### config.mk
export PLATFORM = sky130hd
export DESIGN_NAME = pmu_sweep_collector
export DESIGN_NICKNAME = d
export VERILOG_FILES = /design/src/rtl/pmu_sweep_collector.sv
export SDC_FILE = /design/constraint.sdc
export NUM_CORES = 1
export LEC_CHECK = 0
export ABC_AREA = 1
export BUFFER_PORTS_ARGS = -buffer_cell sky130_fd_sc_hd__buf_2
export CAP_MARGIN = 10
export CORE_AREA = 2 2 249 251
export CTS_BUF_LIST = sky130_fd_sc_hd__clkbuf_8
export DETAILED_ROUTE_END_ITERATION = 16
export DIE_AREA = 0 0 251 253
export GPL_TIMING_DRIVEN = 0
export SETUP_SLACK_MARGIN = 0.4
export SLEW_MARGIN = 0
export SYNTH_ARGS = -nofsm -noshare
export SYNTH_HDL_FRONTEND = slang
export SYNTH_SLANG_ARGS = --single-unit
### constraint.sdc
create_clock -name aclk -period 2.55 [get_ports aclk]
set_input_delay 0.765 -clock aclk [delete_from_list [all_inputs] [get_ports aclk]]
set_output_delay 0.765 -clock aclk [all_outputs]
set_load 0.01 [all_outputs]
### src/rtl/pmu_sweep_collector.sv
// ============================================================================
// Module   : pmu_sweep_collector
// Purpose  : After a traffic run, waits for all loaders to go idle, sweeps every
//            PMU counter of every node and streams them as one AXI-Stream packet.
//            Optional header word enabled by macro PMU_SWEEP_HEADER_EN.
// Revision : 1.0 - initial release
// ============================================================================
`default_nettype none

module pmu_sweep_collector #(
    parameter int N             = 16,
    parameter int PMU_REGS      = 8,
    parameter int DATA_WIDTH    = 32,
    parameter int SETTLE_CYCLES = 4
) (
    input  logic                           aclk,
    input  logic                           areset,
    input  logic                           start_i,
    input  logic [N-1:0]                   idle_i,
    output logic [N-1:0][4:0]              pmu_addr_o,
    input  logic [N-1:0][DATA_WIDTH-1:0]   pmu_data_i,
    output logic                           m_tvalid,
    input  logic                           m_tready,
    output logic [DATA_WIDTH-1:0]          m_tdata,
    output logic                           m_tlast,
    output logic                           busy_o,
    output logic                           done_o
);

    localparam int NODE_W   = (N > 1) ? $clog2(N) : 1;
    localparam int SETTLE_W = (SETTLE_CYCLES > 1) ? $clog2(SETTLE_CYCLES + 1) : 1;

    localparam logic [NODE_W-1:0]   c_LAST_NODE   = NODE_W'(N - 1);
    localparam logic [4:0]          c_LAST_REG    = 5'(PMU_REGS - 1);
    localparam logic [SETTLE_W-1:0] c_SETTLE_LAST = SETTLE_W'((SETTLE_CYCLES > 0) ? SETTLE_CYCLES - 1 : 0);

    typedef enum logic [2:0] {
        S_IDLE      = 3'd0,
        S_SETTLE    = 3'd1,
        S_WAIT_IDLE = 3'd2,
        S_ADDR      = 3'd3,
        S_CAPTURE   = 3'd4,
        S_SEND      = 3'd5,
        S_HDR       = 3'd6
    } state_t;

    state_t                r_state;
    state_t                w_state_next;
    logic [SETTLE_W-1:0]   r_settle;
    logic                  r_idle_seen;
    logic [NODE_W-1:0]     r_node;
    logic [4:0]            r_reg;
    logic [4:0]            r_addr;
    logic                  r_tvalid;
    logic [DATA_WIDTH-1:0] r_tdata;
    logic                  r_tlast;
    logic                  r_done;

    logic                  w_all_idle;
    logic                  w_qualified;
    logic                  w_reg_wrap;
    logic [4:0]            w_reg_next;
    logic [NODE_W-1:0]     w_node_next;
    logic                  w_last;

`ifdef PMU_SWEEP_HEADER_EN
    logic [15:0]           r_sweep_cnt;
    logic                  r_hdr;
`endif

    assign w_all_idle  = &idle_i;
    // Idle must be seen on two consecutive WAIT_IDLE cycles; any low sample restarts it.
    assign w_qualified = w_all_idle && r_idle_seen;
    assign w_reg_wrap  = (r_reg == c_LAST_REG);
    assign w_reg_next  = w_reg_wrap ? 5'd0 : r_reg + 5'd1;
    assign w_node_next = w_reg_wrap ? r_node + NODE_W'(1) : r_node;
    assign w_last      = (r_node == c_LAST_NODE) && w_reg_wrap;

    always_comb begin
        w_state_next = r_state;
        case (r_state)
            S_IDLE:      if (start_i) w_state_next = S_SETTLE;
            S_SETTLE:    if (r_settle == c_SETTLE_LAST) w_state_next = S_WAIT_IDLE;
            S_WAIT_IDLE: begin
                if (w_qualified) begin
`ifdef PMU_SWEEP_HEADER_EN
                    w_state_next = S_HDR;
`else
                    w_state_next = S_ADDR;
`endif
                end
            end
            S_ADDR:      w_state_next = S_CAPTURE;
            S_CAPTURE:   w_state_next = S_SEND;
            S_HDR:       w_state_next = S_SEND;
            S_SEND:      if (m_tready) w_state_next = r_tlast ? S_IDLE : S_ADDR;
            default:     w_state_next = S_IDLE;
        endcase
    end

    always_ff @(posedge aclk) begin
        if (areset) begin
            r_state     <= S_IDLE;
            r_settle    <= '0;
            r_idle_seen <= 1'b0;
            r_node      <= '0;
            r_reg       <= '0;
            r_addr      <= '0;
            r_tvalid    <= 1'b0;
            r_tdata     <= '0;
            r_tlast     <= 1'b0;
            r_done      <= 1'b0;
`ifdef PMU_SWEEP_HEADER_EN
            r_sweep_cnt <= '0;
            r_hdr       <= 1'b0;
`endif
        end else begin
            r_state     <= w_state_next;
            r_done      <= 1'b0;
            r_idle_seen <= (r_state == S_WAIT_IDLE) && w_all_idle;
            case (r_state)
                S_IDLE: begin
                    if (start_i) r_settle <= '0;
                end
                S_SETTLE: begin
                    r_settle <= r_settle + SETTLE_W'(1);
                end
                S_WAIT_IDLE: begin
                    if (w_qualified) begin
                        r_node <= '0;
                        r_reg  <= '0;
                        r_addr <= '0;
                    end
                end
`ifdef PMU_SWEEP_HEADER_EN
                S_HDR: begin
                    r_tdata  <= DATA_WIDTH'({r_sweep_cnt, 8'(N), 8'(PMU_REGS)});
                    r_tlast  <= 1'b0;
                    r_tvalid <= 1'b1;
                    r_hdr    <= 1'b1;
                end
`endif
                S_CAPTURE: begin
                    r_tdata  <= pmu_data_i[r_node];
                    r_tlast  <= w_last;
                    r_tvalid <= 1'b1;
                end
                S_SEND: begin
                    if (m_tready) begin
                        r_tvalid <= 1'b0;
                        r_tlast  <= 1'b0;
`ifdef PMU_SWEEP_HEADER_EN
                        if (r_hdr) begin
                            r_hdr <= 1'b0;
                        end else if (r_tlast) begin
                            r_done      <= 1'b1;
                            r_sweep_cnt <= r_sweep_cnt + 16'd1;
                        end else begin
                            r_reg  <= w_reg_next;
                            r_node <= w_node_next;
                            r_addr <= w_reg_next;
                        end
`else
                        if (r_tlast) begin
                            r_done <= 1'b1;
                        end else begin
                            r_reg  <= w_reg_next;
                            r_node <= w_node_next;
                            r_addr <= w_reg_next;
                        end
`endif
                    end
                end
                default: ;
            endcase
        end
    end

    assign pmu_addr_o = {N{r_addr}};
    assign m_tvalid   = r_tvalid;
    assign m_tdata    = r_tdata;
    assign m_tlast    = r_tlast;
    assign done_o     = r_done;
    assign busy_o     = (r_state != S_IDLE);

endmodule

`default_nettype wire

Yosys cells after proc, flatten, opt, wreduce, memory -nomap -nowiden
Index checks and enable logic that the tools add are counted.
{"block": "totals", "regBits": 51, "input_bits": 532, "output_inout_bits": 116}
{"block": "classes", "add_sub_neg": 3, "magnitude_cmp": 1, "n_eq_ne": 15, "muxes": 24, "n_bitwise": 2, "reduce_logical": 16}
{"operator": "$bmux W32 S4", "count": 1}
{"operator": "$mux W32", "count": 1}
{"operator": "$mux W5", "count": 4}
{"operator": "$pmux W3 S6", "count": 1}
{"operator": "$mux W4", "count": 4}
{"operator": "$reduce_and A16 Y1", "count": 1}
{"operator": "$mux W3", "count": 5}
{"operator": "$ne A2 B2 Y1 const B", "count": 6}
{"operator": "$pmux W5 S2", "count": 1}
{"operator": "$eq A3 B2 Y1 const B", "count": 3}
{"operator": "$eq A3 B3 Y1 const B", "count": 3}
{"operator": "$pmux W4 S2", "count": 1}
{"operator": "$reduce_and A4 Y1", "count": 2}
{"operator": "$pmux W3 S2", "count": 1}
{"operator": "$reduce_bool A2 Y1", "count": 3}
{"operator": "$add A5 B1 Y5 const B", "count": 1}
{"operator": "$eq A5 B3 Y1 const B", "count": 1}
{"operator": "$lt A4 B5 Y1 const B", "count": 1}
{"operator": "$reduce_and A5 Y1", "count": 1}
{"operator": "$add A4 B1 Y4 const B", "count": 1}
{"operator": "$eq A4 B4 Y1 const B", "count": 1}
{"operator": "$pmux W1 S2", "count": 2}
{"operator": "$reduce_and A2 Y1", "count": 2}
{"operator": "$add A3 B1 Y3 const B", "count": 1}
{"operator": "other kinds (9)", "count": 13}

Logic depth before layout (Yosys ltp)
Gate-level depths: netlist (run 1).
{"block": "depth", "ltp_word": 5, "mapped_depth": 11, "depth_no_buf": 10}

Least setup slack after synthesis (run 1)
No wires, ideal clock.
{"block": "synth_timing", "kind": "register -> register", "startpoint": "reg r_addr[0] (netlist name)", "endpoint": "reg r_node[0]", "setup_ns": 0.114, "arrival_time_ns": 1.641, "t_required_ns": 2.436, "slack_ns": 0.795, "path_stages_with_launch": 9, "n_path_buf": 0, "synth_period_minus_slack_ns": 1.755, "cell_sequence": "dfxtp_1 -> ha_1 -> nand2_1 -> inv_1 -> nand3_1 -> a21oi_2 -> nand3_2 -> a21oi_1 -> nor2_1"}
{"element": "to (signal assigned)", "line_no": "168", "text": "r_node <= w_node_next;"}
{"element": "to (decl)", "line_no": "51", "text": "logic [NODE_W-1:0] r_node;"}

Final worst setup path (run 1)
{"block": "layout_timing", "startpoint": "reg r_node[0]", "endpoint": "reg r_tdata[26], in the netlist m_tdata[26]"}
{"block": "layout_between", "elab_chain_cells": 2}
{"element": "$bmux W32 S4", "line_no": "144", "text": "r_tdata <= pmu_data_i[r_node];"}
{"element": "$mux W32 (not written as such)", "line_no": "144"}
{"element": "to (signal assigned)", "line_no": "144"}
{"element": "to (decl)", "line_no": "55", "text": "logic [DATA_WIDTH-1:0] r_tdata;"}
Every way passes these cells. The select of a mux whose other input is x is not followed.
A chain may end at the register's enable or synchronous reset.

==> impl_metrics.tcl, run 1 <==
set metrics [dict create \
    cp.arrival_ns 2.47 \
    drv_slew 0 \
    seqPwrFrac_pct 10.6 \
    hold_viol 0 \
    seq_area_frac_synth_pct 13.68 \
    cts.clk_slew.worst_paths_ns 0.14 \
    crit_type "register to register" \
    cp-end-kind "register" \
    vias 12440 \
    cts_hold_buf 0 \
    slowest_delay_ns 0.63 \
    required_ns 2.87 \
    die_w_um 251 \
    min_period_ns 2.147 \
    syn_inst 1382 \
    first_iter_violations 1028 \
    rr_worst_depth 8 \
    cts_buffer_depth 2 \
    drc 0 \
    combPwrFrac_pct 83.8 \
    p_int_mw 3.941 \
    synth-seq-cells 51 \
    final_nets 2573 \
    power_density_mw_per_mm2 848.4 \
    dp_hpwl_mm 55.91 \
    area_growth_pct 62.88 \
    yosysUniqueCellTypes 30 \
    drv_cap 0 \
    critPathMaxFanout 11 \
    numClockSinks 51 \
    antenna_found_initial 23 \
    finalSetupViolations 0 \
    netlist_area_sq_mm 0.007462 \
    hold_class "register to register" \
    critPathTopFamily "compound AO/OA/AOI/OAI gates" \
    worst_clock_skew_ns 0.02362 \
    cts_htree_levels 2 \
    hold_depth 2 \
    wire_per_inst_um 23.59 \
    synthAdderAreaFrac_pct 0.6707 \
    dpl_cell_area_sq_mm 0.01169 \
    outcome "complete, no violations" \
    numCtsBuffers 5 \
    drtAntennaViolNets 0 \
    drive_above_1_share_pct 42.30 \
    dr.pass1.iters 5 \
    grt_pass1_wl_mm 88.50 \
    die_height_um 253 \
    hold_ws_ns 0.4678 \
    max_freq_ghz 0.4659 \
    final_core_util_pct 19.92 \
    syn_nets 1918 \
    cts_tree "done" \
    worst_pin_slew_ns 0.7592 \
    grt-ovfl-total 0 \
    grt_max_degree 21 \
    rsz0062_at_grt "yes" \
    synth_xor_area_share_pct 0 \
    relSlewSlack_pct 49.38 \
    critPathLaunchType "register" \
    rows 91 \
    leakage_nw 6.048 \
    p_clk_share_pct 5.6 \
    worst-path-buf-inv 3 \
    post-place-cells 2818 \
    ir_worst_vdd_v 0.0002922 \
    yosys.area_share.simple_pct 36.03 \
    crit_slowest_cell "o211ai_1" \
    synth_compound_area_share_pct 31.96 \
    root_buffer "clkbuf_8" \
    grtUsageTotal_pct 20.11 \
    period_share_pct 84.18 \
    p_sw_share_pct 61.78 \
    synthMuxAreaShare_pct 0 \
    core-area_sq_mm 0.06103 \
    die_area_sq_mm 0.06350 \
    critPathMostFrequentCell "nand3_1" \
    initial_core_util_pct 12.23 \
    grt_pass1_vias 11920 \
    synth_top_family_by_area "simple AND/OR/NAND/NOR gates" \
    p_sw_mw 6.370 \
    r2r_setup_slack_ns 0.40 \
    cp.depth 8 \
    viasPerCell 4.376 \
    portBuffers 646 \
    avgSynthCellArea_sq_um 5.400 \
    clk_latency_ns 0.36 \
    yosys_warnings 0 \
    wl_mm 67.07 \
    final_cells 2843 \
    final_area_sq_mm 0.01215 \
    worstPathCellList "buf_8, buf_6, o21ai_1, o211ai_1, nand3_1, nand3_1, nand2_1, inv_1" \
    ios 648 \
    place_congestion 0.9431 \
]
-- cells by family (layout without fill, tap and decap cells) --
logic type / count (synthesis) / in the layout
AND/OR/NAND/NOR: 668 / 668
AO/OA/AOI/OAI: 409 / 409
other: 0 / 15
flip-flops: 51 / 51
adder cells (fa/ha/maj): 4 / 4
buffers and inverters: 250 / 906
-- timing repair --
item | CTS | global route
pin swaps | 6 | 9
resized for setup | 102 | 56
buffers inserted | 0 | 2
setup endpoints to repair | 113 | 30
-- worst reg2reg max path: cells and delay by family, from the launching register on --
kind	cells	cell delay, ns
AOI/OAI and AO/OA	2	0.81
buffers and inverters	3	0.48
DFF	1	0.47
and+or+nand+nor	3	0.35
-- routing by layer --
metal  wire length [um]  share of wire (%)  track usage (%)  up-vias
met4               3131                4.7            9.082       10
li1                   -                  -                -     5928
met2              30450                 45            33.52      743
met5                 64              0.095                0        -
met3               4603                6.9            3.485      138
met1              28820                 43            25.28     5621
-- cell usage in the layout, fill, tap and decap left out, types with 7 or more instances in the layout --
| master | n |
|---|---|
| buf_2 | 674 |
| nor2_1 | 470 |
| o21ai_0 | 238 |
| o211ai_1 | 128 |
| buf_4 | 93 |
| nand3_1 | 93 |
| nand2_1 | 76 |
| inv_1 | 50 |
| dfxtp_1 | 44 |
| clkbuf_2 | 27 |
| o21ai_1 | 23 |
| clkbuf_1 | 16 |
| diode_2 | 15 |
| nand3_2 | 14 |
| a21oi_1 | 13 |
| clkbuf_4 | 12 |
| nand4_1 | 7 |
| buf_6 | 7 |
-- final cells by class --
class	count	area [sq um]
inverters	55	212.7
repair buffers	648	3248
plain buffers	195	1351
multi-input cells	1081	5187
well taps	790	988.4
fillers	7263	48870
flip-flops and latches	51	1032
diodes	15	37.54
clock inverters	3	27.53
clock buffers	5	68.82
-- final timing paths --
path	start	endpoint
hold / removal	m_tvalid	m_tvalid
hold reg to reg	m_tvalid	m_tvalid
setup reg to reg	r_node[0]	m_tdata[26]
setup / recovery	r_node[0]	m_tdata[26]
-- cells in the mapped netlist --
| cell | number | area, sq um |
|---|---|---|
| a21oi_1 | 13 | 65.06 |
| a21oi_2 | 1 | 8.760 |
| a31oi_1 | 1 | 6.260 |
| buf_1 | 16 | 60.06 |
| buf_2 | 36 | 180.2 |
| buf_4 | 83 | 623.1 |
| buf_6 | 2 | 22.52 |
| clkbuf_1 | 52 | 195.2 |
| clkbuf_2 | 6 | 30.03 |
| dfxtp_1 | 51 | 1021 |
| ha_1 | 4 | 50.05 |
| inv_1 | 51 | 191.4 |
| inv_2 | 4 | 15.01 |
| nand2_1 | 76 | 285.3 |
| nand2_2 | 1 | 6.260 |
| nand3_1 | 105 | 525.5 |
| nand3_2 | 2 | 20.02 |
| nand4_1 | 7 | 43.79 |
| nor2_1 | 470 | 1764 |
| nor2_4 | 1 | 11.26 |
| nor3_1 | 4 | 20.02 |
| nor4_1 | 1 | 6.260 |
| o211ai_1 | 128 | 960.9 |
| o21a_1 | 1 | 7.510 |
| o21ai_0 | 243 | 1216 |
| o21ai_1 | 19 | 95.09 |
| o21ai_2 | 1 | 8.760 |
| o31a_1 | 1 | 8.760 |
| o31ai_1 | 1 | 7.510 |
| or2_2 | 1 | 6.260 |
-- flip-flops by register name, indices dropped and copies added (netlist names), 3 cells and up --
register,cells
m_tdata,32
r_node,4
r_state,3
r_settle,3
r_addr,5
-- power groups by stage --
stage / sequential, mW / clock (mW) / combinational, mW
after floorplan: 1.09 / 0 / 4.38
after global placement: 1.10 / 0 / 8.39
after detailed placement: 1.10 / 0 / 8.41
after CTS: 1.10 / 0.611 / 8.66
after global routing: 1.12 / 0.633 / 9.41
final: 1.10 / 0.574 / 8.64
-- stage by stage --
| step | TNS (ns) | power (mW) | worst slack (ns) |
|---|---|---|---|
| floorplan | 0 | 5.466 | 0.7949 |
| global placement | -17.41 | 9.492 | -1.059 |
| detailed placement | -9.405 | 9.513 | -0.7621 |
| CTS | 0 | 10.37 | 0.3394 |
| global route | 0 | 11.16 | 0.3214 |
| finish | 0 | 10.31 | 0.4034 |
Note: power is estimated with default switching activity, not from simulation.
==> inputs of run 2 (changes only) <==
==> constraint.sdc (replaced) <==
create_clock -name aclk -period 1.8 [get_ports aclk]
set_input_delay 0.54 -clock aclk [delete_from_list [all_inputs] [get_ports aclk]]
set_output_delay 0.54 -clock aclk [all_outputs]
set_load 0.01 [all_outputs]
==> impl_metrics.tcl, run 2 (same netlist as run 1, synthesis figures left out) <==
set metrics [dict create \
    die_area_sq_mm 0.06350 \
    cts_tree "done" \
    largest_reg_flops 32 \
    outcome "complete, but fails checks" \
    place_congestion 0.9651 \
    p_sw_share_pct 57.25 \
    rsz0062_at_grt "yes" \
    dr.pass1.iters 6 \
    cp-end-kind "register" \
    p_clk_share_pct 4.5 \
    finalSetupViolations 31 \
    cts_buffer_depth 2 \
    drv_slew 0 \
    cts.clk_slew.worst_paths_ns 0.14 \
    antenna_found_initial 14 \
    critPathMaxFanout 10 \
    worst_clock_skew_ns 0.01719 \
    drv_cap 0 \
    worst_pin_slew_ns 0.7457 \
    hold_ws_ns 0.4554 \
    hold_viol 0 \
    grt_pass1_wl_mm 95.14 \
    root_buffer "clkbuf_8" \
    pre_cts_slack_ns -1.428 \
    p_int_mw 8.088 \
    final_core_util_pct 24.53 \
    max_freq_ghz 0.4964 \
    core-area_sq_mm 0.06103 \
    cp.arrival_ns 2.34 \
    grt_max_degree 19 \
    wl_mm 72.30 \
    relSlewSlack_pct 50.29 \
    slowest_delay_ns 0.50 \
    first_iter_violations 1040 \
    ir_worst_vdd_v 0.0004637 \
    drc 0 \
    die_w_um 251 \
    fillCellCount 6927 \
    die_height_um 253 \
    grtUsageTotal_pct 21.56 \
    multi_input_area_sq_mm 0.005739 \
    ios 648 \
    final_nets 2644 \
    grt-ovfl-total 0 \
    clk_latency_ns 0.37 \
    seq_area_sq_mm 0.001094 \
    power_density_mw_per_mm2 1264 \
    worst_slack_ns -0.2147 \
    dp_hpwl_mm 56.47 \
    cts_htree_levels 2 \
    violations "setup timing" \
    total_power_mw 18.92 \
    layout_common_cells "buf_2 (553), nor2_1 (441), buf_6 (212), o21ai_0 (208), o211ai_1 (128)" \
    seqPwrFrac_pct 8.3 \
    drtAntennaViolNets 0 \
    crit_slowest_cell "dfxtp_4" \
    portBuffers 646 \
    worstPathCellList "buf_8, buf_4, o21ai_0, o211ai_1, nand3_2, nand3_1, nand2_1, inv_1" \
    numClockSinks 51 \
    rows 91 \
    p_sw_mw 10.83 \
    area_growth_pct 100.6 \
    leakage_nw 6.975 \
    grt_pass1_vias 12681 \
    combPwrFrac_pct 87.2 \
    numCtsBuffers 5 \
    crit_type "register to register" \
    initial_core_util_pct 12.23 \
    hold_class "primary input to register" \
    wire_per_inst_um 24.86 \
    period_share_pct 111.9 \
    required_ns 2.12 \
    drive_above_1_share_pct 51.73 \
    viasPerCell 4.486 \
    vias 13044 \
    critPathLaunchType "register" \
    min_period_ns 2.015 \
    mostFrequentLayoutCell "buf_2" \
]
[run 2: layout make-up]
type,count,area share (%)
multi-input cells,1081,38.33
repair buffers,719,32.25
plain buffers,195,13.21
flip-flops and latches,51,7.304
well taps,790,6.602
inverters,55,1.504
clock buffers,5,0.4596
clock inverters,3,0.1839
diodes,9,0.1504
[run 2: layer usage]
layer / up-vias / GRT usage [%] / part of all wire (%) / wire length [um]
met1: 5989 / 27.72 / 42 / 30620
li1: 6059 / - / - / -
met5: - / 0 / 0 / 0
met3: 163 / 3.372 / 7.4 / 5358
met4: 0 / 8.503 / 3.9 / 2830
met2: 833 / 36.03 / 46 / 33500
[run 2: through the flow]
step | cell area (sq um) | cells | TNS, ns
6_report | 14970 | 2908 | -2.950
5_1_grt | 14960 | 2904 | -5.333
4_1_cts | 14210 | 2884 | -3.654
3_5_place_dp | 11740 | 2818 | -38.53
3_3_place_gp | 11740 | 2818 | -42.48
2_1_floorplan | 7515 | 1382 | 0
[run 2: critical path: cells and delay by family (launching register included)]
family          cells  cell delay [ns]
flops               1             0.50
compound gates      2             0.47
buf+inv             3             0.53
simple gates        3             0.45
[run 2: final timing paths]
path	startpoint	to	slack, ns	cells past startpoint
min reg2reg	r_settle[2]	r_settle[2]	0.48	2
max reg2reg	r_node[0]	m_tdata[12]	-0.21	8
min	m_tready	done_o	0.46	3
max	r_node[0]	m_tdata[12]	-0.21	8
[run 2: timing repair]
item,4_1_cts,5_1_grt
setup endpoints to repair,158,163
pin swaps,57,69
hold endpoints to repair,0,0
resized for setup,527,200
buffers inserted,51,13
hold buffers,0,0
gates cloned,7,2
[run 2: power by group through the flow]
| stage | registers [mW] | logic (mW) | clock network [mW] |
|---|---|---|---|
| CTS | 1.53 | 15.8 | 0.895 |
| detailed placement | 1.57 | 12.5 | 0 |
| global placement | 1.56 | 12.4 | 0 |
| global route | 1.59 | 17.6 | 0.926 |
| finish | 1.57 | 16.5 | 0.848 |
| floorplan | 1.54 | 6.24 | 0 |
